===== src/rtl/seg7_pkg.sv =====
// Shared constants and helpers for the 7-segment scan driver.
// Segment patterns are stored in active-low form, bits {g,f,e,d,c,b,a}.
package seg7_pkg;

  localparam logic [6:0] SEG_TBL [16] = '{
    7'h40, 7'h79, 7'h24, 7'h30, 7'h19, 7'h12, 7'h02, 7'h78,
    7'h00, 7'h10, 7'h08, 7'h03, 7'h46, 7'h21, 7'h06, 7'h0E
  };

  localparam logic [6:0] SEG_BLANK_N = 7'h7F;

  function automatic logic [6:0] hex2seg(input logic [3:0] nibble);
    return SEG_TBL[nibble];
  endfunction

  // Counter width that stays legal when the range collapses to a single value.
  function automatic int unsigned width_of(input int unsigned n);
    return (n <= 1) ? 1 : $clog2(n);
  endfunction

endpackage


===== src/rtl/seg7_scan_timer.sv =====
// Slot counter and digit index for the multiplexed scan; held cleared while en is low.
module seg7_scan_timer
  import seg7_pkg::*;
#(
  parameter int unsigned SLOT_CYCLES  = 10,
  parameter int unsigned NUM_DIGITS   = 4,
  parameter int unsigned GUARD_CYCLES = 2,
  localparam int unsigned CW = width_of(SLOT_CYCLES),
  localparam int unsigned IW = width_of(NUM_DIGITS)
) (
  input  logic          clk,
  input  logic          rst_n,
  input  logic          en,
  output logic [CW-1:0] slot_cnt,
  output logic [IW-1:0] idx,
  output logic          guard,
  output logic          slot_wrap,
  output logic          frame_wrap
);

  always_comb begin
    guard      = slot_cnt < CW'(GUARD_CYCLES);
    slot_wrap  = en && (slot_cnt == CW'(SLOT_CYCLES - 1));
    frame_wrap = slot_wrap && (idx == IW'(NUM_DIGITS - 1));
  end

  always_ff @(posedge clk or negedge rst_n) begin
    if (!rst_n) begin
      slot_cnt <= '0;
      idx      <= '0;
    end else if (!en) begin
      slot_cnt <= '0;
      idx      <= '0;
    end else if (slot_wrap) begin
      slot_cnt <= '0;
      idx      <= frame_wrap ? '0 : idx + 1'b1;
    end else begin
      slot_cnt <= slot_cnt + 1'b1;
    end
  end

endmodule


===== src/rtl/seg7_scan_driver.sv =====
// Time-multiplexed common-anode 7-segment driver with a frame-synchronous
// double-buffered display image, leading-zero blanking and per-slot guard time.
module seg7_scan_driver
  import seg7_pkg::*;
#(
  parameter int unsigned CLK_HZ       = 50_000_000,
  parameter int unsigned REFRESH_HZ   = 1000,
  parameter int unsigned NUM_DIGITS   = 4,
  parameter int unsigned GUARD_CYCLES = 64,
  parameter bit          SEG_ACT_LOW  = 1'b1,
  parameter bit          DIG_ACT_LOW  = 1'b1
) (
  input  logic                    clk,
  input  logic                    rst_n,
  input  logic                    en,
  input  logic                    load,
  input  logic [4*NUM_DIGITS-1:0] value,
  input  logic [NUM_DIGITS-1:0]   dp_in,
  input  logic                    lz_blank,
  output logic [7:0]              seg,
  output logic [NUM_DIGITS-1:0]   dig,
  output logic                    frame_tick
);

  localparam int unsigned SLOT_CYCLES = CLK_HZ / (REFRESH_HZ * NUM_DIGITS);
  localparam int unsigned CW = width_of(SLOT_CYCLES);
  localparam int unsigned IW = width_of(NUM_DIGITS);

  localparam logic [7:0]            SEG_OFF = SEG_ACT_LOW ? '1 : '0;
  localparam logic [NUM_DIGITS-1:0] DIG_OFF = DIG_ACT_LOW ? '1 : '0;

  if (NUM_DIGITS < 1 || NUM_DIGITS > 8) begin : g_bad_digits
    $error("seg7_scan_driver: NUM_DIGITS must be 1..8");
  end
  if (SLOT_CYCLES <= GUARD_CYCLES) begin : g_bad_guard
    $error("seg7_scan_driver: SLOT_CYCLES must exceed GUARD_CYCLES");
  end

  logic [CW-1:0] slot_cnt;
  logic [IW-1:0] idx;
  logic          guard;
  logic          slot_wrap;
  logic          frame_wrap;

  seg7_scan_timer #(
    .SLOT_CYCLES  (SLOT_CYCLES),
    .NUM_DIGITS   (NUM_DIGITS),
    .GUARD_CYCLES (GUARD_CYCLES)
  ) u_timer (
    .clk        (clk),
    .rst_n      (rst_n),
    .en         (en),
    .slot_cnt   (slot_cnt),
    .idx        (idx),
    .guard      (guard),
    .slot_wrap  (slot_wrap),
    .frame_wrap (frame_wrap)
  );

  // Raw slot position is only needed inside the timer.
  logic unused_timer;
  assign unused_timer = ^{slot_cnt, slot_wrap};

  logic [4*NUM_DIGITS-1:0] act_val;
  logic [4*NUM_DIGITS-1:0] pend_val;
  logic [NUM_DIGITS-1:0]   act_dp;
  logic [NUM_DIGITS-1:0]   pend_dp;
  logic                    pend_vld;

  // A load coinciding with the frame boundary goes straight to the active image.
  always_ff @(posedge clk or negedge rst_n) begin
    if (!rst_n) begin
      act_val  <= '0;
      act_dp   <= '0;
      pend_val <= '0;
      pend_dp  <= '0;
      pend_vld <= 1'b0;
    end else if (load && frame_wrap) begin
      act_val  <= value;
      act_dp   <= dp_in;
      pend_vld <= 1'b0;
    end else begin
      if (frame_wrap && pend_vld) begin
        act_val  <= pend_val;
        act_dp   <= pend_dp;
        pend_vld <= 1'b0;
      end
      if (load) begin
        pend_val <= value;
        pend_dp  <= dp_in;
        pend_vld <= 1'b1;
      end
    end
  end

  logic [NUM_DIGITS-1:0] blank;
  logic                  lead;
  logic [NUM_DIGITS-1:0] dig_hi;
  logic [3:0]            cur_nib;
  logic [7:0]            seg_low;

  always_comb begin
    blank = '0;
    lead  = 1'b1;
    for (int unsigned i = NUM_DIGITS - 1; i > 0; i--) begin
      lead     = lead && (act_val[4*i +: 4] == 4'h0);
      blank[i] = lz_blank && lead;
    end
  end

  always_comb begin
    dig_hi = '0;
    for (int unsigned i = 0; i < NUM_DIGITS; i++) begin
      dig_hi[i] = en && !guard && (idx == IW'(i));
    end
    cur_nib = act_val[{idx, 2'b00} +: 4];
    seg_low = {~act_dp[idx], blank[idx] ? SEG_BLANK_N : hex2seg(cur_nib)};
  end

  always_ff @(posedge clk or negedge rst_n) begin
    if (!rst_n) begin
      seg        <= SEG_OFF;
      dig        <= DIG_OFF;
      frame_tick <= 1'b0;
    end else begin
      seg        <= SEG_ACT_LOW ? seg_low : ~seg_low;
      dig        <= DIG_ACT_LOW ? ~dig_hi : dig_hi;
      frame_tick <= frame_wrap;
    end
  end

endmodule

===== config.mk =====
export PLATFORM = sky130hd
export DESIGN_NAME = seg7_scan_driver
export DESIGN_NICKNAME = d
export VERILOG_FILES = /design/src/rtl/seg7_pkg.sv /design/src/rtl/seg7_scan_timer.sv /design/src/rtl/seg7_scan_driver.sv
export SDC_FILE = /design/constraint.sdc
export NUM_CORES = 1
export LEC_CHECK = 0
export CORE_MARGIN = 10
export CORE_UTILIZATION = 35
export DETAILED_ROUTE_END_ITERATION = 16
export PLACE_DENSITY = 0.52
export RECOVER_POWER = 100
export SLEW_MARGIN = 20
export SYNTH_ARGS = -nofsm -noshare
export SYNTH_HDL_FRONTEND = slang
export SYNTH_SLANG_ARGS = --single-unit

===== constraint.sdc =====
create_clock -name clk -period 2.2 [get_ports clk]
set_input_delay 0.22 -clock clk [delete_from_list [all_inputs] [get_ports clk]]
set_output_delay 0.22 -clock clk [all_outputs]
set_load 0.005 [all_outputs]

==> run summary <==
0 antenna diodes ended up in the layout. 38 I/O pins were placed. The number of enable-type register cells in the synthesized netlist is 0, and the maximum number of buffers from clock root to sink is 2.

Clock root buffer: sky130_fd_sc_hd__clkbuf_8. Once the floorplan was initialized, standard cells occupied 36.3% of the core. Initial antenna violation count: 0. The number of port buffers came out at 37.

The path class of the tightest hold or removal check is register to register. The xor/xnor share of the synthesized area works out to 2.94%. After floorplanning, the core was sized to cover 9860 um2.

The worst setup path is captured at a register. Buffers plus inverters on the worst setup path: 1. For this run, the register share of the synthesized area comes to 49.3%.

The routability-driven placement congestion ratio is 0.784. The standard cell with the maximum stage delay on the critical path was sky130_fd_sc_hd__dfrtp_1. Setup violations remaining at the end of the flow were counted as 0.

Summing over every cut layer, the via total after detailed routing is 2567. The proportion of layout cells with a drive suffix above 1 was 17.8%. The wire length of the first global-routing pass is 13.5 mm. The clock period minus worst slack came out at 2.06 ns.

Relative to the synthesized area, the layout overhead comes to 20.2%. The run gives 0 ns as the accumulated negative setup slack. In this run, synthesis produced a sequential element count of 70.

The number of rows created at floorplan was 36. In this run, distinct cell masters in the synthesized netlist total 43. For this design the ratio of total power to cell area is 591 nW/um2. Between clock sinks in the finished design, the worst skew comes to 0.0145 ns. The length of the first detailed-routing pass in iterations was 5; the total number of clock tree sinks was 70. On the final layout, the worst hold slack is 0.496 ns. The simple-gate share of the synthesized area works out to 13.6%.

The most used flip-flop cell after synthesis is sky130_fd_sc_hd__dfrtp_1. The run gives 0 as the remaining global-route overflow. For the pin with the worst max-slew slack, the measured transition is 1.15 ns. For this block, the routed nets add up to 8.12 mm of wire. The yosys synthesis warning count was 0. Using the TritonRoute via totals, the vias-per-cell ratio works out to 5.14.

After the first detailed-routing iteration, the DRC count stood at 109. Internal power comes to 1.96 mW. In this run switching power makes up 22.9% of total power. The highest ir drop seen on vdd came out at 0.284 mV.

The logs give 23.2% for the worst slew margin relative to its limit and 0.582 mW for the power dissipated by switching net loads. Per report_power, the combinational group accounts for 5.9% of the total. Count of final max-slew check failures: 0. The final critical path takes up 93.7% of the cycle.

Data arrives at the worst endpoint at 2.29 ns. In the synthesized netlist, mux cells make up 11.6% of the area. The post-synthesis async set-or-reset flop share is 100%, and the die span in y is 121 um. Walking the worst path, the cells encountered are buf_4 > mux2i_1 > mux2_1 > nor2_1 > o21ai_0 > o311ai_0. In the routed design, unresolved DRC markers number 0. Detailed placement ended at an HPWL of 5.47 mm.

The count of cells in the finished layout, fillers not included, comes to 499. The via count of the first global-routing pass was 2579; the net count after synthesis was 353. Global routing consumed, over all layers together, 11.5% of the routing resources. The arithmetic-cell share of the synthesized area counting full adders, half adders and majority gates was 3.84%; the maximum number of pins on one net before global-route repair was 47. The mapped netlist covers 3580 um2. The cell total after placement was 482; the maximum single-stage delay on the critical path was 0.54 ns. Setup repair after global routing left no endpoint under its margin. Synthesis produced 317 cells.

The maximum level of the CTS H-tree was 3. In the layout the commonest cells are sky130_fd_sc_hd__dfrtp_1 (58), sky130_fd_sc_hd__nor2b_1 (23), sky130_fd_sc_hd__clkdlybuf4s50_1 (23). The logs give 0.34 ns for the clock latency reported for the late side of the worst-skew pair and 41.0% for the clock share of power. TritonCTS built the clock tree. The number of nets in the layout is 397, and the maximum frequency from static timing analysis is 485 MHz. The fraction of the mapped netlist area in compound gates was 13.9%; the required time of the worst setup path was 2.43 ns. Summed over all cells, the static leakage comes to 1.72 nW. The critical path start-end classification was register to register. For the number of nets with antenna violations after detailed routing, the log shows 0. Leaving out fill and tap cells, the most frequent cell in the layout is sky130_fd_sc_hd__dfrtp_1.

The number of violations of the max-capacitance limit was 0. After synthesis, the largest family of logic cells by area is compound AO/OA/AOI/OAI gates. The register clock-pin slew on the reported worst setup and hold paths came out at 0.08 ns. Broken down by cell family, the worst path's largest delay share belongs to multiplexers. The number of clock buffers inserted by TritonCTS was 9. STA classifies the critical path startpoint as a register. Measured on the finished design, the core utilization comes to 43.6%. Sequential cells burn 53.1% of the power. Floorplan die area: 14700 um2. Across all register-to-register paths, the minimum setup slack is 0.14 ns. The run finished with clean final reports. The tools report the number of hold violations in the final report as 0. The die is 121 um wide. The critical-path maximum fanout is 8, and the average routed wire per standard cell is 16.3 um. Each instance of the synthesized netlist takes up on average 11.3 um2.
cell type report:
class	instances	area (um2)
multi-input cells	221	1640
fillers	938	5560
clock inverters	5	58.8
repair buffers	51	502
clock buffers	11	141
inverters	8	30.0
flip-flops and latches	70	1770
well taps	133	166
cell usage after synthesis, types with 6 or more instances:
| cell type | n | area share [%] |
|---|---|---|
| sky130_fd_sc_hd__mux2_2 | 19 | 6.0 |
| sky130_fd_sc_hd__ha_1 | 11 | 3.8 |
| sky130_fd_sc_hd__nand3_1 | 10 | 1.4 |
| sky130_fd_sc_hd__nor2b_1 | 23 | 4.0 |
| sky130_fd_sc_hd__dfstp_2 | 12 | 8.8 |
| sky130_fd_sc_hd__mux2i_1 | 10 | 2.8 |
| sky130_fd_sc_hd__nand2_1 | 11 | 1.2 |
| sky130_fd_sc_hd__dfrtp_1 | 58 | 41 |
| sky130_fd_sc_hd__xor2_1 | 10 | 2.4 |
| sky130_fd_sc_hd__o21ai_1 | 18 | 2.5 |
| sky130_fd_sc_hd__a21oi_1 | 7 | 0.98 |
| sky130_fd_sc_hd__nor2_1 | 19 | 2.0 |
| sky130_fd_sc_hd__a31oi_1 | 20 | 3.5 |
| sky130_fd_sc_hd__inv_1 | 6 | 0.63 |
| sky130_fd_sc_hd__a22oi_1 | 20 | 4.2 |
cells by family after synthesis:
family | Yosys count
AOI/OAI and AO/OA | 79
xor gates and xnor gates | 12
adders and majority gates | 11
buffers and inverters | 26
DFF | 70
muxes | 35
and+or+nand+nor | 84
flip-flops by register name (all words and copies together), names as in the netlist:
register,flops
pend_vld,1
act_dp,4
pend_dp,4
u_timer.idx,2
frame_tick,1
act_val,16
seg,8
u_timer.slot_cnt,14
dig,4
pend_val,16
power groups by stage:
| stage | clock network, mW | registers (mW) | logic (mW) |
|---|---|---|---|
| floorplan | 0 | 1.37 | 0.0667 |
| global placement | 0 | 1.37 | 0.153 |
| detailed placement | 0 | 1.37 | 0.156 |
| CTS | 1.08 | 1.35 | 0.158 |
| global route | 1.14 | 1.36 | 0.169 |
| finish | 1.04 | 1.35 | 0.151 |
per-stage QoR:
step	power, mW	area, um2	setup slack [ns]
floorplan	1.44	3580	0.236
global placement	1.53	4110	0.204
detailed placement	1.53	4110	0.212
CTS	2.59	4320	0.188
global route	2.67	4310	0.0104
finish	2.55	4310	0.139
path summary, 6_finish.rpt:
path                                startpoint                   to  cells after the start
worst max-delay path            u_timer.idx[1]               seg[4]                      6
worst min-delay path               pend_val[5]          pend_val[5]                      1
worst max register to register  u_timer.idx[1]               seg[4]                      6
worst min register to register     pend_val[5]          pend_val[5]                      1
max in group asynchronous                rst_n               seg[7]                      3
min in group asynchronous                rst_n  u_timer.slot_cnt[7]                      2
per-layer routing:
metal | part of all wire [%] | wire length (um) | GRT usage [%] | vias to the layer above
li1 | - | - | - | 1242
met2 | 47 | 3830 | 18.2 | 56
met5 | 0 | 0 | 0 | -
met1 | 47 | 3810 | 14.7 | 1263
met4 | 0.96 | 78 | 2.53 | 0
met3 | 5.0 | 406 | 4.05 | 6
repair_timing:
item / in CTS / in global routing
setup buffers: 0 / 0
hold buffers: 1 / 0
endpoints found under the hold margin: 8 / 0
gates resized for setup: 0 / 0
(Power assumes the default switching activity.)
